[src/rtl/tbs_rx_multi.sv]
// Multi-channel TBS receiver: per-channel sync + glitch filter, edge-to-UART-low stretcher,
// sticky early-retrigger flag and line-idle detection, sharing one programmable bit period.
module tbs_rx_multi #(
    parameter int NUM_CH         = 4,
    parameter int DEFAULT_PERIOD = 434,
    parameter int GLITCH_CYC     = 3,
    parameter int IDLE_BITS      = 10
) (
    input  logic              clk_50M,
    input  logic              rst,
    input  logic [NUM_CH-1:0] TBS_in,
    input  logic [15:0]       cfg_period,
    input  logic              cfg_load,
    input  logic [NUM_CH-1:0] err_clr,
    output logic [NUM_CH-1:0] rs232_out,
    output logic [NUM_CH-1:0] busy,
    output logic [NUM_CH-1:0] err_early,
    output logic [NUM_CH-1:0] idle
);

    localparam int IDLE_W = 16 + $clog2(IDLE_BITS + 1);
    localparam int FC_W   = (GLITCH_CYC < 2) ? 1 : $clog2(GLITCH_CYC);

    logic [15:0]       r_period;
    logic [15:0]       w_half;
    logic [IDLE_W-1:0] w_idle_thr;

    // NOTE: sequential state uses non-blocking assignments so every register samples pre-edge values.
    always_ff @(posedge clk_50M) begin
        if (rst) begin
            r_period <= 16'(DEFAULT_PERIOD);
        end else if (cfg_load && (cfg_period >= 16'd2)) begin
            r_period <= cfg_period;
        end
    end

    assign w_half     = r_period >> 1;
    assign w_idle_thr = IDLE_W'(IDLE_BITS) * IDLE_W'(r_period);

    for (genvar i = 0; i < NUM_CH; i++) begin : g_ch
        logic [1:0]        r_sync;
        logic              w_level;
        logic              w_level_next;
        logic              w_fall;
        logic              w_end;
        logic [15:0]       r_cnt;
        logic              r_busy;
        logic              r_out;
        logic              r_err;
        logic [IDLE_W-1:0] r_idle_cnt;

        always_ff @(posedge clk_50M) begin
            if (rst) begin
                r_sync <= 2'b11;
            end else begin
                r_sync <= {r_sync[0], TBS_in[i]};
            end
        end

        // The edge is detected from the level about to be registered, so the stretch starts
        // on the same clock edge the filtered level falls.
        if (GLITCH_CYC == 0) begin : g_bypass
            assign w_level      = r_sync[1];
            assign w_level_next = r_sync[0];
        end else begin : g_filt
            logic            r_filt;
            logic [FC_W-1:0] r_fcnt;
            logic            w_flip;

            assign w_flip = (r_sync[1] != r_filt) && (r_fcnt == FC_W'(GLITCH_CYC - 1));

            always_ff @(posedge clk_50M) begin
                if (rst) begin
                    r_filt <= 1'b1;
                    r_fcnt <= '0;
                end else if (r_sync[1] == r_filt) begin
                    r_fcnt <= '0;
                end else if (w_flip) begin
                    r_filt <= ~r_filt;
                    r_fcnt <= '0;
                end else begin
                    r_fcnt <= r_fcnt + 1'b1;
                end
            end

            assign w_level      = r_filt;
            assign w_level_next = r_filt ^ w_flip;
        end

        assign w_fall = w_level & ~w_level_next;
        assign w_end  = r_cnt >= (r_period - 16'd1);

        // A retrigger wins over a stretch ending on the same edge, keeping the line low.
        always_ff @(posedge clk_50M) begin
            if (rst) begin
                r_cnt  <= '0;
                r_busy <= 1'b0;
                r_out  <= 1'b1;
            end else if (w_fall) begin
                r_cnt  <= '0;
                r_busy <= 1'b1;
                r_out  <= 1'b0;
            end else if (r_busy) begin
                if (w_end) begin
                    r_busy <= 1'b0;
                    r_out  <= 1'b1;
                end else begin
                    r_cnt <= r_cnt + 16'd1;
                end
            end
        end

        always_ff @(posedge clk_50M) begin
            if (rst) begin
                r_err <= 1'b0;
            end else if (w_fall && r_busy && (r_cnt < w_half)) begin
                r_err <= 1'b1;
            end else if (err_clr[i]) begin
                r_err <= 1'b0;
            end
        end

        always_ff @(posedge clk_50M) begin
            if (rst || w_fall || r_busy || !w_level) begin
                r_idle_cnt <= '0;
            end else if (r_idle_cnt < w_idle_thr) begin
                r_idle_cnt <= r_idle_cnt + 1'b1;
            end else begin
                r_idle_cnt <= w_idle_thr;
            end
        end

        assign rs232_out[i] = r_out;
        assign busy[i]      = r_busy;
        assign err_early[i] = r_err;
        assign idle[i]      = (r_idle_cnt >= w_idle_thr);
    end

endmodule
[config.mk]
export PLATFORM = sky130hd
export DESIGN_NAME = tbs_rx_multi
export DESIGN_NICKNAME = d
export VERILOG_FILES = /design/src/rtl/tbs_rx_multi.sv
export SDC_FILE = /design/constraint.sdc
export NUM_CORES = 1
export LEC_CHECK = 0
export ABC_AREA = 1
export BUFFER_PORTS_ARGS = -buffer_cell sky130_fd_sc_hd__buf_2
export CORE_UTILIZATION = 40
export DETAILED_ROUTE_END_ITERATION = 12
export HOLD_SLACK_MARGIN = 0.03
export PLACE_DENSITY_LB_ADDON = 0.2
export SYNTH_ARGS = -nofsm -noshare
export SYNTH_HDL_FRONTEND = slang
export SYNTH_SLANG_ARGS = --single-unit
[constraint.sdc]
create_clock -name clk_50M -period 10.2 [get_ports clk_50M]
set_input_delay 0.51 -clock clk_50M [delete_from_list [all_inputs] [get_ports clk_50M]]
set_output_delay 0.51 -clock clk_50M [all_outputs]
set_load 0.05 [all_outputs]
* Word level (Yosys, flattened, before mapping)
Index checks and enable logic that the tools add are counted.
Storage, ports and cells: word-level logic and storage cells 209, register bits 192, output and inout bits 16, bits of input ports 27
Operators by class: $lt $le $gt $ge 17, bitwise operators 28, multipliers 1, reduce and logical (&&, ||, !) cells 65, eq/ne operators 12, mux-type cells 36, $add $sub $neg 13
Operator list (count):
- $add A20 B1 Y20 const B | 4
- $ge A20 B20 Y1 | 4
- $lt A20 B20 Y1 | 4
- $mux W20 | 4
- $add A16 B1 Y16 const B | 4
- $ge A16 B16 Y1 | 4
- $lt A16 B15 Y1 | 4
- $mux W1 | 32
- $reduce_and A2 Y1 | 12
- $reduce_bool A2 Y1 | 12
- $not A1 Y1 | 20
- $mul A3 B16 Y19 const A | 1
- $ge A16 B2 Y1 const B | 1
- $reduce_or A2 Y1 | 8
- $sub A16 B1 Y16 const B | 1
- $logic_and A1 B1 Y1 | 13
- $logic_or A1 B1 Y1 | 12
- $reduce_or A3 Y1 | 4
- $add A2 B1 Y2 const B | 4
- $eq A2 B2 Y1 const B | 4
- $and A1 B1 Y1 | 4
- $eq A1 B1 Y1 | 4
- $logic_not A1 Y1 | 4
- $ne A1 B1 Y1 | 4
- $xor A1 B1 Y1 | 4

* Logic depth before layout (Yosys ltp)
depth in word-level cells 9, gate-level depth with buffers 28, mapped depth without buffers 27

* Least setup slack after synthesis
OpenSTA, ideal clock, no wires.
path type register to output, start point register r_period[9], end point output idle[2], cell stages (with the launch flop) 23, data required time 9.690 ns, path slack 5.896 ns, path buffers 1, arrival 3.794 ns, cell sequence dfxtp_1 ha_1 ha_1 nand2_1 nand2_1 a21oi_2 nand3_1 nand2_1 a21oi_1 or2_2 nand2_1 nand2_1 nand2_1 nand2_1 ha_1 nand4_1 nor2_1 nand3_1 nor2_1 nand3_2 nand3_4 buf_6 o21bai_1
Between the ends: longest elaborated chain between the ends 2
RTL lines:
- from (decl) | line 24 | logic [15:0] r_period;
- from (signal assigned) | line 31 | r_period <= 16'(DEFAULT_PERIOD);
- from (signal assigned) | line 33 | r_period <= cfg_period;
- $mul A3 B16 Y19 | line 38 | assign w_idle_thr = IDLE_W'(IDLE_BITS) * IDLE_W'(r_period);
- $ge A20 B20 Y1 | line 136 | assign idle[i] = (r_idle_cnt >= w_idle_thr);
- to (decl) | line 18 | output logic [NUM_CH-1:0] idle
No other way between the ends.

* Final worst setup path
start point register r_period[12], end point output idle[2]
The elaborated chain is that of the path after synthesis.

==> flow_metrics.tcl <==
set metrics [dict create \
    coreArea_um2 35910 \
    placementRows 69 \
    total_power_uw 3551 \
    synth_edf_count 0 \
    dp_hpwl_mm 30.10 \
    static-leakage-power_uw 0.007558 \
    synth_cells 2080 \
    pin_count 43 \
    period_share_pct 54.53 \
    max_slew_margin_pct 30.79 \
    holdPathStages 2 \
    cts_hold_repair.buffers 0 \
    synth_flop_cell "dfxtp_1" \
    status "completed" \
    min_to "g_ch[0].r_sync[0]" \
    first_pass_iters 5 \
    fp.dieArea_um2 37670 \
    cts_root_buf "clkbuf_16" \
    via_per_inst 5.226 \
    antenna_found_initial 0 \
    worst_clock_skew_ns 0.01125 \
    synth_area_leaders "dfxtp_1 (26%), ha_1 (19%), nand2_1 (11%), nor2_1 (7.0%), a21oi_1 (5.8%)" \
    htree_num_levels 4 \
    cts_buffer_depth 2 \
    drv_slew 0 \
    fillers 3742 \
    crit_fanout 36 \
    drive_gt1_share_pct 5.963 \
    critPathCaptureType "primary output" \
    min_period_ns 5.562 \
    grt_pass1_wl_mm 65.43 \
    r2r_start "r_period[0]" \
    insertion_delay_ns 0.45 \
    drt_iter0_markers 639 \
    vias 13452 \
    synth_cell_types 41 \
    final_cell_mix "nand2_1 (423), nor2_1 (276), ha_1 (229)" \
    yosysSeqAreaShare_pct 26.04 \
    synth_area_leader_cell "dfxtp_1" \
    wl_per_cell_um 15.64 \
    wirelength_mm 40.26 \
    critPathRequiredTime_ns 9.69 \
    ir_worst_vdd_mv 0.1250 \
    cts_setup_buffers 0 \
    grt_max_degree 38 \
    area_growth_pct 8.054 \
    worstPathArrival_ns 5.05 \
    overflow 0 \
    cts_tree "built" \
    worstMarginPinSlew_ns 1.035 \
    grt_pass1_vias 12973 \
    ant_nets 0 \
    clock_sinks 192 \
    layout_commonest_cell "nand2_1" \
    nNetsFinal 2359 \
    place_congestion 0.9004 \
    drc 0 \
    ys_ff_latch 192 \
    synth_top_cell_area_share_pct 26.04 \
    fp.dieH_um 194.1 \
    final-setup-viol-count 0 \
    initial_core_util_pct 41.10 \
    rsz0062_at_grt "no" \
    final.setup.tns_ns 0 \
    gr-usage-all-layers_pct 21.70 \
    critPathLaunchType "flop" \
    power_density_nw_per_um2 222.6 \
    rrSetupSlack_ns 5.03 \
    io_buffers 42 \
    clk_pin_slew_ns 0.07 \
    cts_made_buffers 17 \
    ctsResizeCount 0 \
    synthArstFlopShare_pct 0 \
    hold_path_class "input port to flop" \
    rr_worst_depth 19 \
    path_class "flop to primary output" \
    antennaDiodeCount 0 \
    finalHoldViolCount 0 \
    cap_violations 0 \
    die_width_um 194.1 \
    synth_nets 2337 \
    fmax_mhz 179.8 \
    r2r_end "g_ch[3].r_cnt[4]" \
    syn-cell-area_um2 14760 \
    worstHoldStart "TBS_in[0]" \
    synth.yosys.warnings 0 \
    syn_area_per_cell_um2 7.096 \
]
==> layout make-up <==
| class | count | area (um2) | share of cell area [%] |
|---|---|---|---|
| clock buffers | 20 | 456.7 | 2.864 |
| clock inverters | 10 | 152.6 | 0.9572 |
| inverters | 225 | 844.6 | 5.296 |
| multi-input cells | 1613 | 9781 | 61.33 |
| flip-flops and latches | 192 | 3844 | 24.10 |
| well taps | 461 | 576.8 | 3.617 |
| repair buffers | 53 | 292.8 | 1.836 |
==> power by group <==
group,total [uW],internal (uW),switching [uW]
Clock,731,402,329
Combinational,1700,602,1100
Sequential,1120,921,195
==> state kept, by name, summed over array words and instances, names as in the netlist <==
name	count
g_ch.r_sync	8
g_ch.r_out	4
g_ch.r_err	4
g_ch.g_filt.r_filt	4
g_ch.r_idle_cnt	80
g_ch.r_busy	4
g_ch.g_filt.r_fcnt	8
g_ch.r_cnt	64
r_period	16
==> kinds of logic after synthesis <==
family	after synthesis	share of synthesized area (%)
xor+xnor	112	6.646
simple gates	985	29.12
buf+inv	275	7.910
fa+ha+maj	230	19.55
flops	192	26.04
compound gates	286	10.73
==> metrics by stage <==
| step | instance area, um2 | setup WS (ns) | util [%] | cells | hold WS (ns) |
|---|---|---|---|---|---|
| after floorplan | 14760 | 5.896 | - | 2080 | 0.3895 |
| final | 15950 | 4.638 | 44.41 | 2574 | 0.2386 |
| after CTS | 15950 | 4.655 | 44.41 | 2574 | 0.2231 |
| after global routing | 15950 | 4.233 | 44.41 | 2574 | 0.2306 |
| after global placement | 15340 | 5.152 | 42.71 | 2544 | 0.3937 |
| after detailed placement | 15340 | 5.050 | 42.71 | 2544 | 0.3948 |
==> routing by layer <==
| layer | vias to the layer above | GRT usage, % | share of wire (%) |
|---|---|---|---|
| met5 | - | 0 | 0 |
| met4 | 0 | 9.200 | 3.4 |
| met3 | 67 | 2.853 | 3.8 |
| met2 | 260 | 37.58 | 47 |
| met1 | 6154 | 26.92 | 45 |
| li1 | 6971 | - | - |
==> synth_stat cells (5+ instances only) <==
library cell  count
xor2_1           74
nand3_1         101
nor3_1           65
ha_1            229
a211oi_1          5
nand3b_1          7
clkbuf_1         24
o31ai_1           6
nand4_1          54
a31oi_1           5
nor2_1          276
o211ai_1         16
dfxtp_1         192
xnor2_1          38
o21a_1            6
nand2_2           8
inv_1           220
nand2_1         423
o21bai_1          5
o21ai_0          56
buf_4            12
nor4_1           18
a21oi_1         170
a21boi_0          8
or2_2            14
buf_6            12
==> worst max-delay path by stage <==
stage	from	endpoint	slack [ns]	cells past startpoint
finish	r_period[12]	idle[2]	4.64	21
global route	r_period[12]	idle[2]	4.23	21
CTS	r_period[12]	idle[2]	4.66	21
detailed placement	r_period[0]	g_ch[3].r_cnt[4]	5.05	19
global placement	r_period[0]	g_ch[3].r_cnt[4]	5.15	19
floorplan	r_period[9]	idle[2]	5.90	22
==> worst max-delay path: stages (launching register included) <==
cell	delay [ns]
dfxtp_1	0.48
ha_1	0.30
ha_1	0.37
nand2_1	0.11
inv_1	0.04
a21oi_1	0.28
nand3_2	0.16
nand3_1	0.09
nand2_1	0.07
nand2_1	0.06
nand2_1	0.05
a21oi_1	0.15
xor2_1	0.63
ha_1	0.25
nand4_1	0.13
nor2_1	0.15
nand3_1	0.09
nor2_1	0.17
nand3_2	0.16
nand3_4	0.37
o21bai_1	0.18
buf_2	0.28
(Power assumes the default switching activity.)
